==> config.mk <==
export PLATFORM = sky130hd
export DESIGN_NAME = guass_frm_sched
export DESIGN_NICKNAME = d
export VERILOG_FILES = /design/src/rtl/guass_frm_sched.sv
export SDC_FILE = /design/constraint.sdc
export NUM_CORES = 1
export LEC_CHECK = 0
export CELL_PAD_IN_SITES_DETAIL_PLACEMENT = 1
export CELL_PAD_IN_SITES_GLOBAL_PLACEMENT = 1
export CORE_MARGIN = 2
export CORE_UTILIZATION = 46
export CTS_CLUSTER_SIZE = 14
export DETAILED_ROUTE_END_ITERATION = 10
export PLACE_DENSITY_LB_ADDON = 0.1
export SYNTH_ARGS = -nofsm -noshare
export SYNTH_HDL_FRONTEND = slang
export SYNTH_SLANG_ARGS = --single-unit
==> constraint.sdc <==
create_clock -name clk -period 4.1 [get_ports clk]
set_input_delay 0.82 -clock clk [delete_from_list [all_inputs] [get_ports clk]]
set_output_delay 0.82 -clock clk [all_outputs]
set_load 0.02 [all_outputs]
==> src/rtl/guass_frm_sched.sv <==
// Frame scheduler feeding the Gaussian filter: vsync, post-vsync gap, active lines with fixed
// blanking, then flush lines. Optional build macro GUASS_FRM_SCHED_AUTORESTART_EN chains frames back to back.
module guass_frm_sched #(
  parameter int VS_LEN      = 10,
  parameter int VS_POST     = 10,
  parameter int HBLANK      = 200,
  parameter int FLUSH_LINES = 4,
  parameter int PIX_W       = 16
) (
  input  logic             clk,
  input  logic             rstn,
  input  logic [10:0]      frm_width,
  input  logic [10:0]      frm_height,
  input  logic             start,
  input  logic             src_valid,
  input  logic [PIX_W-1:0] src_data,
  output logic             src_ready,
  output logic             pvsync,
  output logic             pvde,
  output logic [PIX_W-1:0] pdata,
  output logic             busy,
  output logic             frm_done,
  output logic             underrun
);

  typedef enum logic [2:0] {
    IDLE   = 3'd0,
    VSYNC  = 3'd1,
    VPOST  = 3'd2,
    ACTIVE = 3'd3,
    HBLK   = 3'd4,
    FLUSH  = 3'd5,
    DONE   = 3'd6
  } state_t;

  localparam logic [15:0] VS_LAST = 16'(VS_LEN - 1);
  localparam logic [15:0] VP_LAST = 16'(VS_POST - 1);
  localparam logic [15:0] HB_LAST = 16'(HBLANK - 1);
  localparam logic [10:0] FL_LAST = 11'(FLUSH_LINES - 1);

  state_t      state_r, state_s;
  logic [10:0] wid_r, wid_s, hgt_r, hgt_s;
  logic [10:0] x_r, x_s, y_r, y_s;
  logic [15:0] cnt_r, cnt_s;
  logic [15:0] line_last_s;
  logic        underrun_r, underrun_s;
  logic        pvsync_r, pvde_r, frm_done_r;
  logic [PIX_W-1:0] pdata_r;

  // Flush lines last as long as a full raster line; y doubles as the flush-line index there.
  assign line_last_s = {5'd0, wid_r} + 16'(HBLANK);

  // Next-state, counter and shadow-register logic.
  always_comb begin
    state_s    = state_r;
    wid_s      = wid_r;
    hgt_s      = hgt_r;
    x_s        = x_r;
    y_s        = y_r;
    cnt_s      = cnt_r;
    underrun_s = underrun_r;
    case (state_r)
      IDLE: begin
        if (start) begin
          wid_s      = frm_width;
          hgt_s      = frm_height;
          underrun_s = 1'b0;
          cnt_s      = 16'd0;
          state_s    = VSYNC;
        end else begin
          state_s = IDLE;
        end
      end
      VSYNC: begin
        if (cnt_r == VS_LAST) begin
          cnt_s   = 16'd0;
          state_s = VPOST;
        end else begin
          cnt_s = cnt_r + 16'd1;
        end
      end
      VPOST: begin
        if (cnt_r == VP_LAST) begin
          cnt_s   = 16'd0;
          x_s     = 11'd0;
          y_s     = 11'd0;
          state_s = ACTIVE;
        end else begin
          cnt_s = cnt_r + 16'd1;
        end
      end
      ACTIVE: begin
        if (!src_valid) begin
          underrun_s = 1'b1;
        end else begin
          underrun_s = underrun_r;
        end
        if (x_r == wid_r) begin
          x_s     = 11'd0;
          cnt_s   = 16'd0;
          state_s = HBLK;
        end else begin
          x_s = x_r + 11'd1;
        end
      end
      HBLK: begin
        if (cnt_r == HB_LAST) begin
          cnt_s = 16'd0;
          if (y_r == hgt_r) begin
            y_s     = 11'd0;
            state_s = FLUSH;
          end else begin
            y_s     = y_r + 11'd1;
            state_s = ACTIVE;
          end
        end else begin
          cnt_s = cnt_r + 16'd1;
        end
      end
      FLUSH: begin
        if (cnt_r == line_last_s) begin
          cnt_s = 16'd0;
          if (y_r == FL_LAST) begin
            y_s     = 11'd0;
            state_s = DONE;
          end else begin
            y_s = y_r + 11'd1;
          end
        end else begin
          cnt_s = cnt_r + 16'd1;
        end
      end
      DONE: begin
`ifdef GUASS_FRM_SCHED_AUTORESTART_EN
        wid_s      = frm_width;
        hgt_s      = frm_height;
        underrun_s = 1'b0;
        cnt_s      = 16'd0;
        state_s    = VSYNC;
`else
        state_s = IDLE;
`endif
      end
      default: begin
        state_s = IDLE;
      end
    endcase
  end

  // State, counters and shadow registers.
  always_ff @(posedge clk or posedge rstn) begin
    if (rstn) begin
      state_r    <= IDLE;
      wid_r      <= 11'd0;
      hgt_r      <= 11'd0;
      x_r        <= 11'd0;
      y_r        <= 11'd0;
      cnt_r      <= 16'd0;
      underrun_r <= 1'b0;
    end else begin
      state_r    <= state_s;
      wid_r      <= wid_s;
      hgt_r      <= hgt_s;
      x_r        <= x_s;
      y_r        <= y_s;
      cnt_r      <= cnt_s;
      underrun_r <= underrun_s;
    end
  end

  // Registered raster outputs: vsync/done track the next state, pixel path lags ACTIVE by one cycle.
  always_ff @(posedge clk or posedge rstn) begin
    if (rstn) begin
      pvsync_r   <= 1'b0;
      pvde_r     <= 1'b0;
      pdata_r    <= {PIX_W{1'b0}};
      frm_done_r <= 1'b0;
    end else begin
      pvsync_r   <= (state_s == VSYNC);
      pvde_r     <= (state_r == ACTIVE);
      pdata_r    <= ((state_r == ACTIVE) && src_valid) ? src_data : {PIX_W{1'b0}};
      frm_done_r <= (state_s == DONE);
    end
  end

  assign src_ready = (state_r == ACTIVE);
  assign busy      = (state_r != IDLE);
  assign pvsync    = pvsync_r;
  assign pvde      = pvde_r;
  assign pdata     = pdata_r;
  assign frm_done  = frm_done_r;
  assign underrun  = underrun_r;

endmodule

==> results.ini <==
[floorplanning]
rows=36
dieWidth_um=104
start_util_pct=47.2
dieArea_um2=10700
design.core.area_um2=9680
die_h_um=104
ios=64

[setup_path]
reg2reg_to=cnt_r[7]
cp-endpoint=cnt_r[7]
crit_path_start_kind=flip-flop
crit_fanout=24
reg2reg_setup_slack_ns=0.81
cp.arrival_ns=3.56
startpoint=wid_r[6]
cp-end-kind=flip-flop
crit_type=flip-flop to flip-flop
r2r-start=wid_r[6]
worstRegToRegCells=8
worstPathRequired_ns=4.36

[run]
drv_cap=0

[sta]
setup_viol=0
min_period_ns=3.29
tns_ns=0
max_freq_mhz=304
rsz0062_at_grt=false
timing.final.crit_share_pct=80.4
finClkSkew_ns=0.0135
worst_pin_slew_ns=1.12
relSlewSlack_pct=24.8
hold_viol_final=0
maxSlewViolCount=0

[yosys]
ys_ff_latch=83
synth_edf_count=0
synth_cells=470
synth-main-ff-cell=dfrtp_1
synth_cell_types=59
syn-num-nets=517
avgSynthCellArea_um2=9.72
synth_area_um2=4570
async_reset_ff_share_pct=100
yosys_warnings=0
ys_seq_area_share_pct=45.5

[hold_path]
hold_class=flip-flop to flip-flop
hp-start=x_r[10]

[layout]
synthToLayoutAreaGrowth_pct=19.3
instances_no_fill=658
drive_above_1_share_pct=10.3
mostFrequentLayoutCells=dfrtp_1, clkdlybuf4s50_1, o21ai_0
diodes=0
final_area_um2=5450
final_nets=567
final_core_util_pct=56.3
layout_commonest_cell=dfrtp_1
fillers=1095

[global_routing]
gr-total-overflow=0
grt_pass1_wl_um=20700
antenna_found_initial=0
track_usage_pct=24.0
first_global_vias=4091
grt_max_degree=42

[clock_network]
numCtsBuffers=9
htree_levels=3
insertion_delay_ns=0.37
cts_root_buffer=clkbuf_8
clkTransAtPathRegs_ns=0.10
cts_tree=built
cts_resized=0
cts_setup_buffers=0
ctsHoldBuffers=0
cts.sinks=83
clockBufferDepth=2

[detailed_routing]
wl_um=12200
vias_per_cell=5.67
firstDrtPassIters=4
via_count=3728
wl_per_cell_um=18.6
post-route-drc-count=0
first_iter_violations=146
drtAntennaViolNets=0

[power_and_ir_drop]
leakagePower_nw=2.59
finalPower_mw=1.51
power_density_nw_per_um2=277
ir_worst_vdd_mv=0.184

[place]
numPortBuffers=63
place_area_um2=5240
hpwl_um=8780
dp_cells=642
routabilityCongestion=0.846

[run_status]
status=complete, no violations

-- worst max-delay path: stages, from the launching register on --
cell and delay (ns):
dfrtp_1 0.55, a311o_2 0.47, mux2i_1 0.15, o21bai_1 0.16
nor4_1 0.37, nand4_1 0.21, a21oi_2 0.82, o21ai_0 0.23
a21o_1 0.22
-- cell usage after synthesis, types with 2 or more instances --
master	number	area [µm²]
nand4_1	5	31.3
buf_6	3	33.8
o211ai_1	2	15.0
and3_1	19	119
inv_1	10	37.5
nand2_1	30	113
a211o_1	2	17.5
nor2b_1	2	12.5
a32o_1	2	20.0
and2_1	17	106
nand4b_1	3	26.3
nand3_1	21	105
nor3_1	8	40.0
ha_1	5	62.6
a32oi_1	2	17.5
dfrtp_1	83	2080
nand2b_1	8	50.1
a21oi_1	5	25.0
mux2_2	22	248
or2_2	3	18.8
o31ai_1	7	52.6
nor2_1	34	128
a2111oi_0	2	17.5
mux2i_1	2	20.0
o22ai_1	3	18.8
buf_2	9	45.0
o21ai_0	46	230
nor3b_1	9	67.6
nor4_1	16	100
a21o_1	10	75.1
xnor2_1	14	123
o21a_1	2	15.0
xor2_1	25	219
clkbuf_1	12	45.0
buf_4	3	22.5
-- flip-flops by register name, indices dropped and copies added, names as in the netlist, 3 cells and up --
name	cells
pdata	16
wid_r	11
hgt_r	11
cnt_r	16
state_r	3
x_r	11
y_r	11
-- how the worst min path moves through the flow --
stage	endpoint	slack, ns	cells past startpoint
after floorplan	x_r[10]	0.46	1
after global placement	x_r[10]	0.49	1
after detailed placement	x_r[10]	0.50	1
after CTS	x_r[10]	0.51	1
after global routing	x_r[10]	0.54	1
final	x_r[10]	0.51	1
-- cell families (layout without fill, tap and decap cells) --
kind of cell,count (synthesis),after routing,share of synthesized area [%]
AO/OA/AOI/OAI,99,99,14.4
XOR/XNOR,39,39,7.48
adder cells (fa/ha/maj),5,5,1.37
buffers and inverters,38,93,4.11
flip-flops,83,83,45.5
multiplexers,24,24,5.86
AND/OR/NAND/NOR,182,182,21.3
-- routing by layer --
layer | track usage, % | vias up | part of all wire [%]
li1 | - | 1777 | -
met1 | 29.3 | 1875 | 44
met2 | 41.5 | 62 | 50
met3 | 6.17 | 14 | 4.4
met4 | 7.92 | 0 | 1.7
met5 | 0 | - | 0
-- stage by stage --
step                      hold WS (ns)  setup slack [ns]
after floorplan                  0.465              1.14
after global placement           0.487             0.929
after detailed placement         0.503             0.817
after CTS                        0.513             0.799
after global routing             0.541             0.628
final                            0.510             0.806
-- report_power, final --
part	switching (mW)	leakage [nW]	total [mW]	internal, mW
logic	0.0225	1.35	0.0580	0.0355
clock network	0.329	0.108	0.634	0.305
registers	0.0000000000443	1.13	0.818	0.818
-- cell type report --
| class | count | area, µm² | share of cell area (%) |
|---|---|---|---|
| clock buffer | 10 | 138 | 2.53 |
| timing repair buffer | 66 | 653 | 12.0 |
| clock inverter | 6 | 70.1 | 1.29 |
| sequential | 83 | 2080 | 38.1 |
| multi-input combinational | 349 | 2300 | 42.3 |
| inverter | 11 | 42.5 | 0.781 |
| tap | 133 | 166 | 3.05 |
No activity file was read; power rests on OpenSTA's default activity.
